===== config.mk =====
export PLATFORM = sky130hd
export DESIGN_NAME = nx1_slot_host
export DESIGN_NICKNAME = d
export VERILOG_FILES = /design/src/rtl/nx1_slot_host.sv
export SDC_FILE = /design/constraint.sdc
export NUM_CORES = 1
export LEC_CHECK = 0
export CAP_MARGIN = 20
export CORE_UTILIZATION = 45
export DETAILED_ROUTE_END_ITERATION = 7
export GPL_TIMING_DRIVEN = 0
export PLACE_DENSITY_LB_ADDON = 0.12
export SLEW_MARGIN = 20
export SYNTH_ARGS = -nofsm -noshare
export SYNTH_HDL_FRONTEND = slang
export SYNTH_SLANG_ARGS = --single-unit

===== constraint.sdc =====
create_clock -name slot_sysclk -period 2.07 [get_ports slot_sysclk]
set_input_delay 0.207 -clock slot_sysclk [delete_from_list [all_inputs] [get_ports slot_sysclk]]
set_output_delay 0.207 -clock slot_sysclk [all_outputs]
set_load 0.01 [all_outputs]

===== src/rtl/nx1_slot_host.sv =====
// -----------------------------------------------------------------------------
// nx1_slot_host
//   Initiator side of the x1 expansion slot bus. Turns one CPU-side request
//   (memory or io, read or write) into a complete slot bus cycle:
//     IDLE -> SETUP -> STROBE -> [WAIT] -> HOLD -> DONE -> IDLE
//   Cards may stretch the cycle with slot_exwait_n, shorten the strobe with
//   slot_fastcycle, and a wait timeout forces completion with open-bus data.
//
// Ports
//   slot_sysclk      system clock
//   slot_reset_n     asynchronous active-low reset
//   slot_syscke      tick enable; every state/counter update waits for it,
//                    except DONE, which lasts exactly one sysclk
//   cpu_req/we/io/m1 request level and attributes, held until cpu_ack
//   cpu_addr/wdata   request address / write data
//   cpu_rdata        read data, valid with cpu_ack (unchanged by writes)
//   cpu_ack          one-sysclk completion pulse
//   cpu_timeout      sticky flag: some cycle ended by timeout
//   slot_addr/wdata  slot address / write data, held from SETUP to DONE
//   slot_mreq_n, slot_ioreq_n, slot_rd_n, slot_wr_n, slot_m1_n  slot strobes
//   slot_exio        io cycle active on the slot
//   slot_rdata/valid card read data and its valid qualifier
//   slot_exwait_n    card wait request (low = stretch)
//   slot_fastcycle   card asks for a one-tick strobe
// -----------------------------------------------------------------------------
module nx1_slot_host #(
  parameter int          P_STROBE  = 2,
  parameter int          P_TIMEOUT = 255,
  parameter logic [7:0]  P_OPENBUS = 8'hFF
) (
  input  logic        slot_sysclk,
  input  logic        slot_reset_n,
  input  logic        slot_syscke,
  input  logic        cpu_req,
  input  logic        cpu_we,
  input  logic        cpu_io,
  input  logic        cpu_m1,
  input  logic [15:0] cpu_addr,
  input  logic [7:0]  cpu_wdata,
  output logic [7:0]  cpu_rdata,
  output logic        cpu_ack,
  output logic        cpu_timeout,
  output logic [15:0] slot_addr,
  output logic [7:0]  slot_wdata,
  output logic        slot_mreq_n,
  output logic        slot_ioreq_n,
  output logic        slot_rd_n,
  output logic        slot_wr_n,
  output logic        slot_m1_n,
  output logic        slot_exio,
  input  logic [7:0]  slot_rdata,
  input  logic        slot_valid,
  input  logic        slot_exwait_n,
  input  logic        slot_fastcycle
);

  // Strobe counter holds 0..P_STROBE-1; wait counter is at least 8 bits and
  // wide enough to reach P_TIMEOUT.
  localparam int SCW = (P_STROBE > 1) ? $clog2(P_STROBE) : 1;
  localparam int WCW = ($clog2(P_TIMEOUT + 1) > 8) ? $clog2(P_TIMEOUT + 1) : 8;

  typedef enum logic [2:0] {
    S_IDLE,
    S_SETUP,
    S_STROBE,
    S_WAIT,
    S_HOLD,
    S_DONE
  } state_t;

  state_t          state_q, state_d;
  logic [15:0]     addr_q;
  logic [7:0]      wdata_q;
  logic            we_q, io_q, m1_q;
  logic [SCW-1:0]  scnt_q, scnt_d;
  logic [WCW-1:0]  wcnt_q, wcnt_d;
  logic            tmo_q, tmo_d;        // this cycle is ending by timeout
  logic [7:0]      rdata_q, rdata_d;
  logic            timeout_q, timeout_d;
  logic            latch_en;

  logic [WCW-1:0]  wcnt_inc;
  logic [7:0]      cap_data;
  logic            strobe_end;

  assign cap_data = slot_valid ? slot_rdata : P_OPENBUS;
  // Saturating increment so a huge P_TIMEOUT can never wrap the counter.
  assign wcnt_inc = (wcnt_q == '1) ? wcnt_q : wcnt_q + WCW'(1);
  // Fast cycles are only honoured on the first strobe tick.
  assign strobe_end = ((scnt_q == '0) && slot_fastcycle) ||
                      (scnt_q == SCW'(P_STROBE - 1));

  always_comb begin
    state_d   = state_q;
    scnt_d    = scnt_q;
    wcnt_d    = wcnt_q;
    tmo_d     = tmo_q;
    rdata_d   = rdata_q;
    timeout_d = timeout_q;
    latch_en  = 1'b0;

    case (state_q)
      S_IDLE: begin
        if (slot_syscke && cpu_req) begin
          latch_en = 1'b1;
          state_d  = S_SETUP;
        end
      end

      S_SETUP: begin
        if (slot_syscke) begin
          scnt_d  = '0;
          wcnt_d  = '0;
          tmo_d   = 1'b0;
          state_d = S_STROBE;
        end
      end

      S_STROBE: begin
        if (slot_syscke) begin
          if (strobe_end) begin
            if (!slot_exwait_n) begin
              state_d = S_WAIT;
            end else begin
              state_d = S_HOLD;
              // Read data is sampled while rd_n is still low.
              if (!we_q) rdata_d = cap_data;
            end
          end else begin
            scnt_d = scnt_q + SCW'(1);
          end
        end
      end

      S_WAIT: begin
        if (slot_syscke) begin
          // A released wait wins over a timeout on the same tick.
          if (slot_exwait_n) begin
            state_d = S_HOLD;
            if (!we_q) rdata_d = cap_data;
          end else begin
            wcnt_d = wcnt_inc;
            if (wcnt_inc >= WCW'(P_TIMEOUT)) begin
              state_d = S_HOLD;
              tmo_d   = 1'b1;
              if (!we_q) rdata_d = P_OPENBUS;
            end
          end
        end
      end

      S_HOLD: begin
        if (slot_syscke) begin
          state_d = S_DONE;
          if (tmo_q) timeout_d = 1'b1;
        end
      end

      S_DONE: begin
        // Ack is a single sysclk regardless of the tick enable.
        state_d = S_IDLE;
      end

      default: state_d = S_IDLE;
    endcase
  end

  always_ff @(posedge slot_sysclk or negedge slot_reset_n) begin
    if (!slot_reset_n) begin
      state_q   <= S_IDLE;
      addr_q    <= '0;
      wdata_q   <= '0;
      we_q      <= 1'b0;
      io_q      <= 1'b0;
      m1_q      <= 1'b0;
      scnt_q    <= '0;
      wcnt_q    <= '0;
      tmo_q     <= 1'b0;
      rdata_q   <= '0;
      timeout_q <= 1'b0;
    end else begin
      state_q   <= state_d;
      scnt_q    <= scnt_d;
      wcnt_q    <= wcnt_d;
      tmo_q     <= tmo_d;
      rdata_q   <= rdata_d;
      timeout_q <= timeout_d;
      if (latch_en) begin
        addr_q  <= cpu_addr;
        wdata_q <= cpu_wdata;
        we_q    <= cpu_we;
        io_q    <= cpu_io;
        m1_q    <= cpu_m1;
      end
    end
  end

  // Output decode from registered state only, so the async reset pulls
  // every strobe inactive in the same cycle it is asserted.
  logic strobe_on, cyc_on;
  assign strobe_on = (state_q == S_STROBE) || (state_q == S_WAIT);
  assign cyc_on    = (state_q == S_SETUP) || strobe_on;

  assign slot_mreq_n  = ~(strobe_on & ~io_q);
  assign slot_ioreq_n = ~(strobe_on &  io_q);
  assign slot_rd_n    = ~(strobe_on & ~we_q);
  assign slot_wr_n    = ~(strobe_on &  we_q);
  assign slot_m1_n    = ~(cyc_on & m1_q);
  assign slot_exio    = cyc_on & io_q;
  assign slot_addr    = addr_q;
  assign slot_wdata   = wdata_q;
  assign cpu_rdata    = rdata_q;
  assign cpu_ack      = (state_q == S_DONE);
  assign cpu_timeout  = timeout_q;

endmodule


==> Word level (Yosys, flattened, before mapping) <==
Index checks and enable logic that the tools add are counted.
{ "word_totals": {"ff_bits": 49, "out_inout_bits": 40, "input_bits": 42, "wordCells": 96} }
{ "classes": {"magnitude_cmp": 1, "eq_ne": 18, "n_reduce_logical": 15, "n_bitwise": 14, "addsub": 2, "muxes": 35} }
{ "op_table": {"columns": ["operator", "n"], "rows": [
  ["8-bit two-way mux", 13],
  ["8-bit case mux with 2 select lines", 2],
  ["3-bit two-way mux", 9],
  ["2-bit inequality test (second input constant)", 10],
  ["3-bit case mux with 5 select lines", 1],
  ["7-bit AND reduction", 2],
  ["8-bit by 1-bit adder with 8-bit output (second input constant)", 1],
  ["8-bit == test (second input constant)", 1],
  ["8-bit greater-or-equal comparator (second input constant)", 1],
  ["1-bit two-way mux", 8],
  ["1-bit NOT", 8],
  ["4-bit AND reduction", 2],
  ["1-bit AND", 6],
  ["3-bit by 2-bit == test with 1-bit output (second input constant)", 2],
  ["3-bit == test (second input constant)", 2],
  ["3-bit inequality test (second input constant)", 2],
  ["2-bit nonzero test", 3],
  ["5-bit AND reduction", 1],
  ["1-bit case mux with 2 select lines", 2],
  ["3-bit by 1-bit == test with 1-bit output (second input constant)", 1],
  ["3-bit logical NOT", 1],
  ["1-bit logical OR", 3],
  ["3-bit AND reduction", 1],
  ["1-bit logical AND", 2],
  ["1-bit adder (second input constant)", 1]
]} }

==> Depth between registers and ports, before layout <==
Gate-level depths: netlist of run 1.
{ "logic_depth": {"depth_word": 7, "depth_mapped": 8, "ltp_nobuf": 6} }

==> Least setup slack after synthesis of run 1 <==
No wires, ideal clock.
{ "synth_path": {"kind": "flip-flop to flip-flop", "startpoint": "reg wcnt_q[0]", "endpoint": "reg state_q[1]", "required_ps": 1944, "setup_time_ps": 126, "arrival_time_ps": 1608, "stages_incl_launch_ff": 8, "path_buffers": 1, "setup_slack_ps": 335, "synth_period_minus_slack_ps": 1735, "cell_sequence": "dfrtp_1 ha_1 buf_2 and3_1 a41o_1 o2111a_1 o221ai_2 a311o_1"} }
{ "synth_between": {"elab_chain_cells": 5} }
{ "synth_lines": {"columns": ["item", "line", "source"], "rows": [
  ["from (decl)", "76", "logic [WCW-1:0] wcnt_q, wcnt_d;"],
  ["from (signal assigned)", "184", "wcnt_q <= wcnt_d;"],
  ["8-bit by 1-bit adder with 8-bit output / 8-bit == test (equally long branches)", "88", "assign wcnt_inc = (wcnt_q == '1) ? wcnt_q : wcnt_q + WCW'(1);"],
  ["8-bit two-way mux *", "88", null],
  ["8-bit greater-or-equal comparator *", "143", "if (wcnt_inc >= WCW'(P_TIMEOUT)) begin"],
  ["3-bit inequality test (no source line) *", null, null],
  ["7-bit AND reduction (no source line) *", null, null],
  ["to (signal assigned)", "182", "state_q <= state_d;"],
  ["to (decl)", "71", "state_t state_q, state_d;"]
]} }
Every way passes the cells marked *; elsewhere a longest branch is shown, timed or not.
A chain may end at the register's enable or synchronous reset.

==> Worst setup path after layout of run 1 <==
{ "layout_path": {"startpoint": "reg state_q[0]", "endpoint": "out slot_exio"} }
{ "layout_between": {"elab_chain_cells": 4} }
{ "layout_lines": {"columns": ["item", "line", "source"], "rows": [
  ["3-bit by 2-bit == test with 1-bit output", "201", "assign strobe_on = (state_q == S_STROBE) || (state_q == S_WAIT);"],
  ["1-bit logical OR", "201", null],
  ["1-bit logical OR *", "202", "assign cyc_on = (state_q == S_SETUP) || strobe_on;"],
  ["1-bit AND *", "209", "assign slot_exio = cyc_on & io_q;"],
  ["to (decl)", "50", "output logic slot_exio,"]
]} }
Marked as above.

==> summary.txt, run 1 <==
DR iter-0 viols: 143
GP Congestion: 0.8450
Met2 Resource Use GR: 32.33%
Synth cell types: 54
GR peak layer: met2
Post-synth EDFFs: 0
Worst reg2reg startpoint: wcnt_q[0]
Initial antenna violation count: 0
Syn Area/Cell: 11.03 µm²
Mapped Nets: 258
CP Launch Type: flip-flop
Gr ovfl total: 0
Post-place setup slack: -20.86 ps
Chip height: 74.59 µm
Count leader, synth: dfrtp_1
Worst-path fanout max: 10
First-pass DRT Iterations: 4
Final hold violation count: 0
Psw: 1.462 mW
Kind of critical path: reg -> out
First-pass GRT wire length: 8604 µm
M3 GR Usage: 5.556%
Synth area leader: dfrtp_1
Seq pwr share: 35.8%
Clk Latency, worst-skew pair: 300 ps
Total GRT Usage: 20.72%
# rows: 26
Seq/Total Area, Yosys: 51.72%
TritonCTS buffer count: 5
Hpwl dp: 3941 µm
Final ANT Viol Nets: 0
Total die area: 0.005563 mm²
Setup repair bufs after CTS: 0
Worst Hold Class: in -> async
Switch share: 32.90%
Synth cell count leaders: 49 x dfrtp_1, 22 x nor2_1, 18 x mux2_2
Core Util, Final: 66.99%
Internal power: 2.983 mW
Die Wd: 74.59 µm
Clock power frac: 15.7%
Setup WS post-layout: 96.96 ps
TNS Setup: 0 ps
F_max: 506.8 MHz
Core footprint: 0.005075 mm²
Clk root buf: clkbuf_8
H-tree Lvls: 2
Largest net degree at the start of global routing: 50
TritonCTS clock tree: yes
Post-Syn Area: 0.002371 mm²
Post-synthesis async set-or-reset flop share: 100.0%
Pwr/cell area: 1307 mW/mm²
Pins Over Slew Limit: 0
#FFs+latches synth: 49
Wire per inst: 14.39 µm
Worst vdd ir: 701.6 µV
Via Count: 1980
CP required: 1860 ps
Unrepaired setup endpoints after global routing: no
Synth Flop Type: dfrtp_1
Status: finished clean
Net count, final: 346
Worst Path Arrival: 1770 ps
Post-synth top area share: 51.72%
Period utilization: 95.32%
Crit path time final: 1973 ps
Synth top area cells: dfrtp_1 52%, mux2_2 8.5%, mux2_1 4.7%
Initial Utilization: 46.72%
Logic pwr share: 48.5%
CTS clk-pin slew, worst paths: 90 ps
DR vias/cell: 5.294
Ports: 82
Post-Layout Cell Count: 374
Share of cells above drive strength 1: 16.12%
Syn-to-layout area delta: 43.38%
YS warnings: 0
Fin Clk Skew: 7.894 ps
DP Cell Count: 366
GR Layer Usage met1: 27.80%
Syn Inst Count: 215
Ant diodes: 0
Post-route DRC: 0
Vias in the first global route: 1872
Clock Sinks: 49
Max Buffers Root-to-Sink: 2
Slew HR: 58.65%
PortBufs: 81
P_leak: 1.434 nW
Final WL: 5383 µm
# setup viols final: 0
Worst Max-Slew Pin Slew: 620.2 ps
Worst Setup SP: state_q[0]
CP endpoint kind: primary output
Maxcap violations: 0
cells by family (layout without fill, tap and decap cells):
family | Yosys count | count (layout) | synth area share, %
adder cells (fa/ha/maj) | 1 | 1 | 0.5276
multiplexers | 31 | 31 | 14.56
AO/OA/AOI/OAI | 49 | 49 | 13.67
flip-flops | 49 | 49 | 51.72
AND/OR/NAND/NOR | 68 | 68 | 15.83
buffers and inverters | 17 | 106 | 3.694
metrics by stage:
stage | total power, mW | hold WS [ps] | instance area, µm²
after floorplan | 2.666 | -88.59 | 2371
after global placement | 3.719 | 453.1 | 3269
after detailed placement | 3.760 | 268.5 | 3267
after CTS | 4.472 | 476.2 | 3390
after global routing | 4.751 | 496.9 | 3400
final | 4.445 | 465.5 | 3400
layout by cell type, fill, tap and decap left out, types with 2 or more instances in the layout:
cell	instances
o21ai_0	7
mux2i_1	3
mux2_1	10
nor2_2	2
o31ai_1	2
clkbuf_1	2
and3_1	3
a21oi_1	13
buf_4	5
inv_1	3
dfrtp_1	49
clkbuf_8	6
buf_2	6
a31oi_1	2
nand4_1	2
o211ai_1	2
nor2_4	2
clkdlybuf4s50_1	80
nand2b_1	2
nand2_1	12
a41o_1	2
o22ai_1	9
nor3_1	3
mux2_2	18
nor2_1	21
nand3_1	5
power groups by stage:
stage	registers [mW]	clock network [mW]	logic (mW)
final	1.59	0.698	2.16
after global routing	1.64	0.758	2.35
after CTS	1.59	0.725	2.15
after floorplan	1.74	0	0.928
after global placement	1.59	0	2.12
after detailed placement	1.61	0	2.15
sequential cells by signal, indices dropped and copies added (netlist names):
register and cells:
cpu_timeout 1, slot_wdata 8, io_q 1, cpu_rdata 8, wcnt_q 8, scnt_q 1
tmo_q 1, slot_addr 16, m1_q 1, we_q 1, state_q 3
worst max-delay path, cell delays in order (launching register included):
cell and delay [ps]:
dfrtp_1 410, clkbuf_4 190, nor2_4 170, nor2_2 60, and2_1 160, clkdlybuf4s50_1 480
final timing paths:
kind,to,slack [ps],cells after the start
max reg2reg,tmo_q,160,8
min in group slot_sysclk,cpu_timeout,470,1
min,wcnt_q[1],470,2
max in group asynchronous,cpu_rdata[5],1190,2
max,slot_exio,100,5
min reg2reg,cpu_timeout,470,1
layout make-up:
| class | count | area [µm²] |
|---|---|---|
| Sequential cell | 49 | 1226 |
| Multi-Input combinational cell | 149 | 1065 |
| Timing Repair Buffer | 82 | 818.3 |
| Clock buffer | 7 | 86.33 |
| Buffer | 12 | 71.32 |
| Inverter | 4 | 15.01 |
| Fill cell | 413 | 1675 |
| Tap cell | 70 | 87.58 |
| Clock inverter | 1 | 30.03 |
layer usage:
layer	vias up	part of all wire, %
met1	954	44
met5	-	0
li1	965	-
met4	0	1.2
met3	6	6.1
met2	55	49
timing repair:
| action | CTS | global route |
|---|---|---|
| gates resized for setup | 0 | 3 |
| hold buffers | 1 | 0 |
| endpoints found under the hold margin | 49 | 0 |
| endpoints found under the setup margin | 3 | 2 |
| pin swaps | 0 | 0 |
Note: power is estimated with default switching activity, not from simulation.
==> inputs of run 2 (changes only) <==
--- a/config.mk
+++ b/config.mk
@@ -9,6 +9,7 @@
 export CORE_UTILIZATION = 45
 export DETAILED_ROUTE_END_ITERATION = 7
 export GPL_TIMING_DRIVEN = 0
+export HOLD_SLACK_MARGIN = 0.02
 export PLACE_DENSITY_LB_ADDON = 0.12
 export SLEW_MARGIN = 20
 export SYNTH_ARGS = -nofsm -noshare
==> results of run 2 <==
Final layout, timing and power as in run 1 (identical DEF).
==> inputs of run 3 (changes only) <==
--- a/config.mk
+++ b/config.mk
@@ -6,7 +6,8 @@
 export NUM_CORES = 1
 export LEC_CHECK = 0
 export CAP_MARGIN = 20
-export CORE_UTILIZATION = 45
+export CORE_MARGIN = 1
+export CORE_UTILIZATION = 41
 export DETAILED_ROUTE_END_ITERATION = 7
 export GPL_TIMING_DRIVEN = 0
 export HOLD_SLACK_MARGIN = 0.02
==> constraint.sdc (replaced) <==
create_clock -name slot_sysclk -period 1.65 [get_ports slot_sysclk]
set_input_delay 0.165 -clock slot_sysclk [delete_from_list [all_inputs] [get_ports slot_sysclk]]
set_output_delay 0.165 -clock slot_sysclk [all_outputs]
set_load 0.01 [all_outputs]
==> run 3 against run 2 <==
The flow now finishes with violations (negative setup slack). Clock skew down 1.0 ps. Sequential share of layout area down 2.8 points. Critical path type is now reg -> reg. First-iteration DRC count up 19%. Worst hold slack worse by 180 ps. Non-clock buffer count up 17. Utilization down 0.39 points. Power up 32%. Routed wire length up 11%. Largest cell class unchanged. Die area up 9.5%. Critical path depth up 3. Design area up 8.5%.
==> summary.txt, run 3 (synthesized netlist as in run 1, its figures left out) <==
Seq pwr share: 34.2% (-1.6 points)
Total GRT Usage: 20.43% (-0.29 points)
Initial Utilization: 42.80% (-3.9 points)
CP Launch Type: flip-flop
Chip height: 78.05 µm (+4.6%)
Worst Path Arrival: 1960 ps (+190 ps)
Total die area: 0.006091 mm² (+9.5%)
Largest net degree at the start of global routing: 50 (unchanged)
Number of flip-flops in the largest register: 16 (unchanged)
Critical path cell sequence: buf_4, buf_6, nand2_4, or2_4, o21a_1, o221ai_4, buf_6, o22ai_2
Gr ovfl total: 0 (unchanged)
Unrepaired setup endpoints after global routing: yes
Failing checks: negative setup slack
Final ANT Viol Nets: 0 (unchanged)
Period utilization: 107.8%
Worst Max-Slew Pin Slew: 627.3 ps (+7.109 ps)
Share of cells above drive strength 1: 28.75% (+13 points)
Worst vdd ir: 896.9 µV (+28%)
# rows: 27 (+3.8%)
DR iter-0 viols: 170 (+19%)
Post-place setup slack: -439.3 ps (-418.4 ps)
Internal power: 3.812 mW (+28%)
CP top delay family: compound AO/OA/AOI/OAI gates
Via Count: 2085 (+5.3%)
Core Util, Final: 66.60% (-0.39 points)
First-pass DRT Iterations: 4 (unchanged)
Pwr/cell area: 1586 mW/mm² (+21%)
Maxcap violations: 0 (unchanged)
Crit path largest cell delay: 390 ps (-90 ps)
CP max-delay cell: dfrtp_1
Clk Latency, worst-skew pair: 300 ps (about the same)
Commonest non-fill, non-tap cell in the layout: clkdlybuf4s50_1
Hold slack: 290.3 ps (-175.2 ps)
Post-route DRC: 0 (unchanged)
TritonCTS clock tree: yes
DP Cell Count: 368 (+0.55%)
# setup viols final: 11 (+11)
Final hold violation count: 0 (unchanged)
Wire per inst: 15.29 µm (+6.2%)
Setup WS post-layout: -128.6 ps (-225.6 ps)
F_max: 562.2 MHz
TritonCTS buffer count: 5 (unchanged)
TNS Setup: -1247 ps (-1247 ps)
Clk root buf: clkbuf_8
P_leak: 1.573 nW (+9.7%)
Hpwl dp: 3941 µm (about the same)
Vias in the first global route: 2070 (+11%)
Initial antenna violation count: 0 (unchanged)
Clock Sinks: 49 (unchanged)
Ports: 82 (unchanged)
CTS clk-pin slew, worst paths: 90 ps (about the same)
Net count, final: 363 (+4.9%)
Status: finished, violations left
GP Congestion: 0.8078 (-4.4%)
Psw: 2.040 mW (+40%)
CP Buf/Inv Count: 3 (+1)
DR vias/cell: 5.319 (+0.47%)
Most frequent cells in the layout: 72 x clkdlybuf4s50_1, 47 x dfrtp_1, 19 x buf_4, 19 x nor2_1, 18 x mux2_2
Final WL: 5993 µm (+11%)
Ant diodes: 0 (unchanged)
Dpl cell area: 0.003293 mm² (+0.80%)
First-pass GRT wire length: 9680 µm (+13%)
Core footprint: 0.005540 mm² (+9.2%)
Worst Hold Class: in -> reg
Worst-path fanout max: 5 (-5)
Clock power frac: 12.3% (-3.4 points)
Logic pwr share: 53.4% (+4.9 points)
Most common cell type on the critical path: buf_6
PortBufs: 81 (unchanged)
Slew HR: 58.18% (-0.47 points)
Final Cell Area: 0.003690 mm² (+8.5%)
Max Buffers Root-to-Sink: 2 (unchanged)
Fin Clk Skew: 6.875 ps (-1.019 ps)
Crit path time final: 1779 ps
Syn-to-layout area delta: 55.62%
Pins Over Slew Limit: 0 (unchanged)
H-tree Lvls: 2 (unchanged)
CP endpoint kind: flip-flop
Kind of critical path: reg -> reg
Total power: 5.852 mW (+32%)
Post-Layout Cell Count: 392 (+4.8%)
CP required: 1830 ps (-30 ps)
Die Wd: 78.05 µm (+4.6%)
Switch share: 34.86% (+2.0 points)
[run 3: worst paths after layout]
check,from,to,slack (ps),cells past startpoint
max,wcnt_q[1],tmo_q,-130,8
min,slot_syscke,state_q[2],290,3
max reg2reg,wcnt_q[1],tmo_q,-130,8
min reg2reg,cpu_timeout,cpu_timeout,480,1
max in group asynchronous,slot_reset_n,wcnt_q[4],780,2
min in group asynchronous,slot_reset_n,wcnt_q[0],410,2
[run 3: per-layer routing]
metal / share of wire (%) / vias up / track usage, % / wire, µm
met2: 47 / 93 / 31.84 / 2838
li1: - / 988 / - / -
met1: 42 / 997 / 26.09 / 2543
met3: 8.9 / 7 / 7.209 / 535
met5: 0 / - / 0 / 0
met4: 1.3 / 0 / 7.593 / 76
[run 3: worst register-to-register path, stage by stage, from the launching register on]
cell	delay (ps)
dfrtp_1	390
buf_4	130
buf_6	100
nand2_4	50
or2_4	230
o21a_1	230
o221ai_4	290
buf_6	190
o22ai_2	60
[run 3: final cells by class]
| class | instances | area (µm²) |
|---|---|---|
| fillers | 450 | 1851 |
| flip-flops and latches | 49 | 1229 |
| multi-input cells | 149 | 1209 |
| repair buffers | 99 | 944.7 |
| plain buffers | 12 | 112.6 |
| well taps | 72 | 90.09 |
| clock buffers | 6 | 82.58 |
| inverters | 4 | 15.01 |
| clock inverters | 1 | 7.507 |
[run 3: power by group through the flow]
stage / combinational, mW / sequential, mW / clock, mW
2_1_floorplan: 1.18 / 2.18 / 0
3_3_place_gp: 2.69 / 2.00 / 0
3_5_place_dp: 2.71 / 2.02 / 0
4_1_cts: 2.95 / 1.99 / 0.759
5_1_grt: 3.36 / 2.08 / 0.797
6_report: 3.13 / 2.00 / 0.722
[run 3: repair_timing]
action / CTS / global route
endpoints found under the setup margin: 41 / 31
setup buffers: 6 / 11
hold endpoints to repair: 49 / 0
pin swaps: 5 / 10
gates resized for setup: 42 / 23
gates cloned: 1 / 0
hold buffers: 1 / 0
